[config.mk]
export PLATFORM = sky130hd
export DESIGN_NAME = id_hazard_ctrl
export DESIGN_NICKNAME = d
export VERILOG_FILES = /design/src/rtl/id_hazard_ctrl.sv
export SDC_FILE = /design/constraint.sdc
export NUM_CORES = 1
export LEC_CHECK = 0
export BUFFER_PORTS_ARGS = -buffer_cell sky130_fd_sc_hd__buf_2
export CAP_MARGIN = 20
export CORE_ASPECT_RATIO = 1.2
export CORE_MARGIN = 1.5
export CORE_UTILIZATION = 50
export DETAILED_ROUTE_END_ITERATION = 10
export GPL_ROUTABILITY_DRIVEN = 0
export PLACE_DENSITY = 0.8
export SYNTH_ARGS = -nofsm -noshare
export SYNTH_HDL_FRONTEND = slang
export SYNTH_SLANG_ARGS = --single-unit
export TNS_END_PERCENT = 30
[constraint.sdc]
create_clock -name clk -period 7.3 [get_ports clk]
set_input_delay 1.46 -clock clk [delete_from_list [all_inputs] [get_ports clk]]
set_output_delay 1.46 -clock clk [all_outputs]
set_load 0.1 [all_outputs]
[src/rtl/id_hazard_ctrl.sv]
// ID-stage scoreboard hazard control: per-register pending-write counters, issue/stall/kill
// decision and a saturating stall counter. Define HAZARD_WB_BYPASS_EN to let WB-cycle sources issue.

module id_sb_cnt #(
    parameter int CNTW = 2
) (
    input  logic            clk,
    input  logic            rst,
    input  logic            i_inc,
    input  logic            i_dec,
    output logic [CNTW-1:0] o_cnt
);
    localparam logic [CNTW-1:0] ONE = CNTW'(1);

    logic [CNTW-1:0] r_cnt;
    logic            w_dec;

    // A WB to an idle register is stale and must not underflow the count
    assign w_dec = i_dec && (r_cnt != '0);
    assign o_cnt = r_cnt;

    always_ff @(posedge clk) begin
        if (rst)
            r_cnt <= '0;
        else if (i_inc && !w_dec)
            r_cnt <= r_cnt + ONE;
        else if (!i_inc && w_dec)
            r_cnt <= r_cnt - ONE;
    end
endmodule

module id_hazard_ctrl #(
    parameter int NREG = 32,
    parameter int CNTW = 2,
    parameter int PCW  = 16
) (
    input  logic            clk,
    input  logic            rst,
    input  logic            i_id_valid,
    input  logic [4:0]      i_id_rs1_addr,
    input  logic [4:0]      i_id_rs2_addr,
    input  logic            i_id_rs1_used,
    input  logic            i_id_rs2_used,
    input  logic [4:0]      i_id_rd_addr,
    input  logic            i_id_rd_wen,
    input  logic            i_ex_ready,
    input  logic            i_flush,
    input  logic            i_wb_wr_reg_en,
    input  logic [4:0]      i_wb_wr_reg_addr,
    output logic            o_id_issue,
    output logic            o_id_stall,
    output logic            o_id_kill,
    output logic            o_bypass_a,
    output logic            o_bypass_b,
    output logic [NREG-1:0] o_sb_busy,
    output logic [PCW-1:0]  o_stall_cnt
);
    localparam int              AW   = 5;
    localparam logic [CNTW-1:0] CMAX = {CNTW{1'b1}};

    typedef enum logic [1:0] {S_RUN, S_STALL, S_FLUSH} state_t;

    state_t                     r_state;
    logic [PCW-1:0]             r_stall_cnt;
    logic [NREG-1:0][CNTW-1:0]  w_cnt;
    logic [CNTW-1:0]            w_cnt_rs1, w_cnt_rs2, w_cnt_rd;
    logic                       w_byp_a, w_byp_b;
    logic                       w_hz_a, w_hz_b, w_hz_st, w_hazard;
    logic                       w_kill, w_issue, w_stall, w_inc_rd;

    assign w_cnt[0] = '0;

    generate
        for (genvar r = 1; r < NREG; r++) begin : g_cnt
            id_sb_cnt #(.CNTW(CNTW)) u_cnt (
                .clk   (clk),
                .rst   (rst),
                .i_inc (w_inc_rd && (i_id_rd_addr == AW'(r))),
                .i_dec (i_wb_wr_reg_en && (i_wb_wr_reg_addr == AW'(r))),
                .o_cnt (w_cnt[r])
            );
        end
        for (genvar r = 0; r < NREG; r++) begin : g_busy
            assign o_sb_busy[r] = |w_cnt[r];
        end
    endgenerate

    assign w_cnt_rs1 = w_cnt[i_id_rs1_addr];
    assign w_cnt_rs2 = w_cnt[i_id_rs2_addr];
    assign w_cnt_rd  = w_cnt[i_id_rd_addr];

`ifdef HAZARD_WB_BYPASS_EN
    // Last outstanding write lands this cycle: forward WB data instead of stalling
    assign w_byp_a = i_id_rs1_used && (i_id_rs1_addr != '0) && (w_cnt_rs1 == CNTW'(1)) &&
                     i_wb_wr_reg_en && (i_wb_wr_reg_addr == i_id_rs1_addr);
    assign w_byp_b = i_id_rs2_used && (i_id_rs2_addr != '0) && (w_cnt_rs2 == CNTW'(1)) &&
                     i_wb_wr_reg_en && (i_wb_wr_reg_addr == i_id_rs2_addr);
`else
    assign w_byp_a = 1'b0;
    assign w_byp_b = 1'b0;
`endif

    assign w_hz_a   = i_id_rs1_used && (i_id_rs1_addr != '0) && (w_cnt_rs1 != '0) && !w_byp_a;
    assign w_hz_b   = i_id_rs2_used && (i_id_rs2_addr != '0) && (w_cnt_rs2 != '0) && !w_byp_b;
    assign w_hz_st  = i_id_rd_wen && (i_id_rd_addr != '0) && (w_cnt_rd == CMAX);
    assign w_hazard = w_hz_a || w_hz_b || w_hz_st;

    assign w_kill   = i_flush || (r_state == S_FLUSH);
    assign w_issue  = i_id_valid && i_ex_ready && !w_hazard && !w_kill;
    assign w_stall  = i_id_valid && !w_issue && !w_kill;
    assign w_inc_rd = w_issue && i_id_rd_wen && (i_id_rd_addr != '0);

    assign o_id_issue  = w_issue;
    assign o_id_stall  = w_stall;
    assign o_id_kill   = w_kill;
    assign o_bypass_a  = w_byp_a;
    assign o_bypass_b  = w_byp_b;
    assign o_stall_cnt = r_stall_cnt;

    always_ff @(posedge clk) begin
        if (rst) begin
            r_state <= S_RUN;
        end else begin
            case (r_state)
                S_RUN:
                    if (i_flush)
                        r_state <= S_FLUSH;
                    else if (i_id_valid && (w_hazard || !i_ex_ready))
                        r_state <= S_STALL;
                S_STALL:
                    if (i_flush)
                        r_state <= S_FLUSH;
                    else if (!(i_id_valid && w_hazard) && i_ex_ready)
                        r_state <= S_RUN;
                default:
                    r_state <= S_RUN;
            endcase
        end
    end

    always_ff @(posedge clk) begin
        if (rst)
            r_stall_cnt <= '0;
        else if (w_stall && !(&r_stall_cnt))
            r_stall_cnt <= r_stall_cnt + PCW'(1);
    end
endmodule

# ---- Word-level counts from Yosys, hierarchy flattened
# Index checks and enable logic that the tools add are counted.
# W data, S select, Z words.
dict set report totals {
  register_bits 80
  latch_bits 0
  mem_bits_rw 0
  mem_bits_ro 0
  input_bits 29
  out_inout_bits 53
  mem_count 0
}
dict set report classes {
  add_sub_neg 63
  n_mul 0
  div_mod_pow 0
  n_lt_le_gt_ge 3
  eq_ne 67
  n_shift 0
  n_mux 73
  bitwise_logic 0
  reduce_logical 345
}
# operator count
set ops {}
lappend ops {{$logic_and A1 B1 Y1} 172}
lappend ops {{$eq A5 B5 Y1 const B} 32}
lappend ops {{$mux W2} 69}
lappend ops {{$reduce_bool A2 Y1} 64}
lappend ops {{$eq A5 B4 Y1 const B} 16}
lappend ops {{$logic_not A1 Y1} 68}
lappend ops {{$add A2 B1 Y2 const B} 31}
lappend ops {{$reduce_or A2 Y1} 31}
lappend ops {{$sub A2 B1 Y2 const B} 31}
lappend ops {{$eq A5 B3 Y1 const B} 8}
lappend ops {{$bmux W2 S5} 3}
lappend ops {{$eq A5 B2 Y1 const B} 4}
lappend ops {{$lt A5 B6 Y1 const B} 3}
lappend ops {{$add A16 B1 Y16 const B} 1}
lappend ops {{$reduce_and A16 Y1} 1}
lappend ops {{$reduce_bool A5 Y1} 3}
lappend ops {{$eq A5 B1 Y1 const B} 2}
lappend ops {{$ne A3 B3 Y1 const B} 2}
lappend ops {{$eq A2 B2 Y1 const B} 2}
lappend ops {{$logic_or A1 B1 Y1} 4}
lappend ops {{$pmux W2 S2} 1}
lappend ops {{$eq A2 B1 Y1 const B} 1}
lappend ops {{$logic_not A2 Y1} 1}
lappend ops {{$reduce_and A2 Y1} 1}

# ---- Logic depth before layout (Yosys ltp)
dict set report logic_depth {
  depth_word 16
  mapped_depth 15
  depth_no_buf 12
}

# ---- Hierarchy
# Synthesis repeated with hierarchy kept, for this count alone.
dict set report hier_totals {
  cells_unflattened 686
  hier_area_um2 5646.7
}
# module instances cells_per_inst area_each_um2
set by_module_without_submodules {}
lappend by_module_without_submodules {id_sb_cnt 31 10 95.1}
lappend by_module_without_submodules {id_hazard_ctrl 1 376 2698.8}

# ---- Worst setup path before layout
# Ideal clock, no wire load.
dict set report synth_timing {
  path_type {input port to output port}
  from {input port i_id_rs2_addr[1]}
  to {output port o_id_stall}
  arrival_time_ps 4202
  required_ps 5840
  path_slack_ps 1638
  cell_stages 7
  n_path_buf 2
  path_cell_list {buf_2 -> mux4_2 -> a31o_2 -> o211ai_1 -> nor4_4 -> buf_2 -> nor2_1}
}
dict set report synth_via {
  elab_chain_cells 12
  elab_cells_between_ends 14
}
# element line
set synth_rtl {}
lappend synth_rtl {{from (decl)} 41} ;# input logic [4:0] i_id_rs2_addr,
lappend synth_rtl {{$bmux W2 S5} 89} ;# assign w_cnt_rs2 = w_cnt[i_id_rs2_addr];
lappend synth_rtl {{$mux W2 (not written as such)} 89}
lappend synth_rtl {{$reduce_bool A2 Y1} 104} ;# assign w_hz_b = i_id_rs2_used && (i_id_rs2_addr != '0) && (w_cnt_rs2 != '0) && !w_byp_b;
lappend synth_rtl {{$logic_and A1 B1 Y1 (*)} 104}
lappend synth_rtl {{$logic_or A1 B1 Y1 (*) (2 in a row)} 106} ;# assign w_hazard = w_hz_a || w_hz_b || w_hz_st;
lappend synth_rtl {{$logic_not A1 Y1 (*)} 109} ;# assign w_issue = i_id_valid && i_ex_ready && !w_hazard && !w_kill;
lappend synth_rtl {{$logic_and A1 B1 Y1 (*) (2 in a row)} 109}
lappend synth_rtl {{$logic_not A1 Y1 (*)} 110} ;# assign w_stall = i_id_valid && !w_issue && !w_kill;
lappend synth_rtl {{$logic_and A1 B1 Y1 (*) (2 in a row)} 110}
lappend synth_rtl {{to (decl)} 51} ;# output logic o_id_stall,
# Mark *: on every way between the ends. The rest lies on a longest branch, timed or not. The select of a mux whose other input is x is not followed.

# ---- Final worst setup path
dict set report layout_timing {
  from {input port i_id_rd_addr[1]}
  to {output port o_id_issue}
}
dict set report layout_via {
  elab_chain_cells 8
  elab_cells_between_ends 10
}
# element line
set layout_rtl {}
lappend layout_rtl {{from (decl)} 44} ;# input logic [4:0] i_id_rd_addr,
lappend layout_rtl {{$bmux W2 S5} 90} ;# assign w_cnt_rd = w_cnt[i_id_rd_addr];
lappend layout_rtl {{$mux W2 (not written as such)} 90}
lappend layout_rtl {{$eq A2 B2 Y1} 105} ;# assign w_hz_st = i_id_rd_wen && (i_id_rd_addr != '0) && (w_cnt_rd == CMAX);
lappend layout_rtl {{$logic_and A1 B1 Y1 (*)} 105}
lappend layout_rtl {{$logic_or A1 B1 Y1 (*)} 106}
lappend layout_rtl {{$logic_not A1 Y1 (*)} 109}
lappend layout_rtl {{$logic_and A1 B1 Y1 (*) (2 in a row)} 109}
lappend layout_rtl {{to (decl)} 50} ;# output logic o_id_issue,
# Marks and branches as above.

==> flow_metrics.tcl <==
set metrics [dict create \
    slew_viol_final 0 \
    portBuffers 78 \
    drv_cap 0 \
    place_hpwl_mm 12.1 \
    synthesis.instances 684 \
    grt_pass1_vias 5372 \
    synthSimpleGateAreaFrac_pct 28.3 \
    first_pass_iters 5 \
    min_period_over_period_pct 81.8 \
    stdcell_area_um2 6390 \
    drtAntennaViolNets 0 \
    cts_tree "built" \
    cp-start-kind "input port" \
    rsz0062_at_grt "false" \
    synthMuxAreaShare_pct 11.0 \
    finalSetupViolations 0 \
    cts_buffer_depth 2 \
    power_density_nw_per_um2 158 \
    fin_util_pct 57.9 \
    dieArea_um2 12000 \
    n_antenna_cell 0 \
    synth_compound_area_share_pct 11.5 \
    worstSetupEndpointType "primary output" \
    synthFlopType "dfxtp_1" \
    holdPathStages 1 \
    hold_path_class "flop to flop" \
    core_um2 11000 \
    cts_sinks 80 \
    synth-seq-cells 80 \
    drive_above_1_share_pct 18.3 \
    vias_per_cell 6.30 \
    path_max_fanout 32 \
    synth_edf_count 0 \
    max_slew_margin_pct 39.3 \
    synth_area_um2 5680 \
    rows 42 \
    dpl_cell_area_um2 6090 \
    ios 82 \
    ys_warn_count 0 \
    cts_root_buf "clkbuf_16" \
    ys_seq_area_share_pct 28.2 \
    leakage_nw 2.76 \
    die_w_um 100 \
    numCtsBuffers 9 \
    clk_latency_ns 0.35 \
    nets 800 \
    synth-xor-area-share_pct 9.57 \
    reg2reg_slack_ns 3.31 \
    worstSetupPathType "input port to primary output" \
    syn2layout_area_growth_pct 12.6 \
    drcViolationCount 0 \
    cts_setup_buffers 0 \
    crit_arrival_ns 4.51 \
    yosysUniqueCellTypes 51 \
    antenna_found_initial 0 \
    whs_ns 0.465 \
    worstPathRequired_ns 5.84 \
    setup_tns_ns 0 \
    vias 5516 \
    grt_util_all_layers_pct 27.5 \
    finClkSkew_ns 0.00849 \
    cts_max_level 3 \
    post_cts_resized 0 \
    report.final.hold_viol_count 0 \
    final_cell_count_no_fill 876 \
    status "completed" \
    worst_pin_slew_ns 0.910 \
    clk_pin_slew_ns 0.06 \
    ir_drop_mv 0.117 \
    fmax_mhz 167 \
    drtIter0Drc 398 \
    postSynthAreaPerCell_um2 8.30 \
    detail_route.wl_per_cell_um 18.2 \
    die_h_um 120 \
    grt_pass1_wl_mm 25.9 \
    synth_top_family_by_area "simple AND/OR/NAND/NOR gates" \
    synth-async-reset-ratio_pct 0 \
    dp_cells 860 \
    totalWireLength_mm 15.9 \
    period_needed_ns 5.97 \
    initial_core_util_pct 51.4 \
    grt_max_degree 91 \
    reg2reg_depth 13 \
    grt-ovfl-total 0 \
    synth_fa_ha_area_share_pct 7.05 \
    cts_hold_buf 0 \
]
-- through the flow --
step | total power [mW] | worst slack (ns)
3_3_place_gp | 0.553 | 1.39
5_1_grt | 1.05 | 1.13
2_1_floorplan | 0.530 | 1.64
4_1_cts | 1.01 | 1.35
6_report | 1.01 | 1.33
3_5_place_dp | 0.556 | 1.36
-- worst max-delay path: stages --
cell,delay (ns)
buf_2,0.50
mux2_2,0.41
a221oi_1,0.28
nor4_1,0.09
a2bb2oi_1,0.17
a41oi_1,0.17
nor4_4,0.27
buf_4,0.29
nand2_2,0.06
buf_4,0.25
inv_1,0.10
buf_2,0.42
-- final timing paths --
path / endpoint / startpoint
worst min-delay path: r_state[1] / r_state[1]
worst min register to register: r_state[1] / r_state[1]
worst max register to register: g_cnt[6].u_cnt.o_cnt[1] / g_cnt[26].u_cnt.o_cnt[0]
worst max-delay path: o_id_issue / i_id_rd_addr[1]
-- sequential cells by signal, indices dropped and copies added (netlist names) --
name	cells
g_cnt.u_cnt.o_cnt	62
r_state	2
o_stall_cnt	16
-- cell families after synthesis --
| kind of cell | Yosys count |
|---|---|
| other | 1 |
| adder cells (fa/ha/maj) | 32 |
| buffers and inverters | 58 |
| multiplexers | 41 |
| AO/OA/AOI/OAI | 112 |
| XOR/XNOR | 62 |
| AND/OR/NAND/NOR | 298 |
| flip-flops | 80 |
-- final cells by class --
| type | instances | area (um^2) |
|---|---|---|
| well taps | 132 | 165 |
| fillers | 999 | 4640 |
| repair buffers | 81 | 413 |
| flip-flops and latches | 80 | 1600 |
| inverters | 19 | 71.3 |
| clock inverters | 6 | 66.3 |
| clock buffers | 10 | 239 |
| multi-input cells | 548 | 3840 |
-- routing by layer --
layer  up-vias  share of wire, %  track usage (%)
met5         -                 0                0
met4         0               6.5             17.9
met3        91               8.9             7.34
met2       276                48             44.2
met1      2577                37             32.0
li1       2572                 -                -
-- Yosys cell counts, types with 9 or more instances --
| master | n | area, um^2 |
|---|---|---|
| mux2i_1 | 12 | 120 |
| nor2_1 | 71 | 267 |
| a21oi_1 | 44 | 220 |
| or2_1 | 10 | 62.6 |
| mux4_2 | 16 | 360 |
| ha_1 | 32 | 400 |
| nor4_1 | 12 | 75.1 |
| mux2_1 | 9 | 101 |
| xor2_1 | 62 | 543 |
| nand3_1 | 45 | 225 |
| nor3_1 | 21 | 105 |
| clkbuf_1 | 17 | 63.8 |
| or2_2 | 10 | 62.6 |
| nor2b_1 | 16 | 100 |
| inv_1 | 19 | 71.3 |
| nand2_1 | 34 | 128 |
| or3_1 | 39 | 244 |
| o21ai_0 | 40 | 200 |
| dfxtp_1 | 80 | 1600 |
| buf_2 | 9 | 45.0 |
-- power breakdown --
part / switching [mW] / total [mW] / internal (mW)
Sequential: 0.00172 / 0.440 / 0.438
Clock: 0.189 / 0.463 / 0.275
Combinational: 0.0812 / 0.109 / 0.0275
-- cells in the final DEF, fill, tap and decap left out, drive strengths merged, types with 5 or more instances in the layout --
master,n
a21oi,44
buf,81
clkbuf,10
dfxtp,80
ha,32
inv,20
mux2,13
mux2i,12
mux4,16
nand2,35
nand2b,8
nand3,45
nand4,8
nor2,71
nor2b,16
nor3,21
nor4,13
nor4b,9
o211ai,5
o21ai,40
or2,21
or3,39
xor2,62
(Power assumes the default switching activity.)
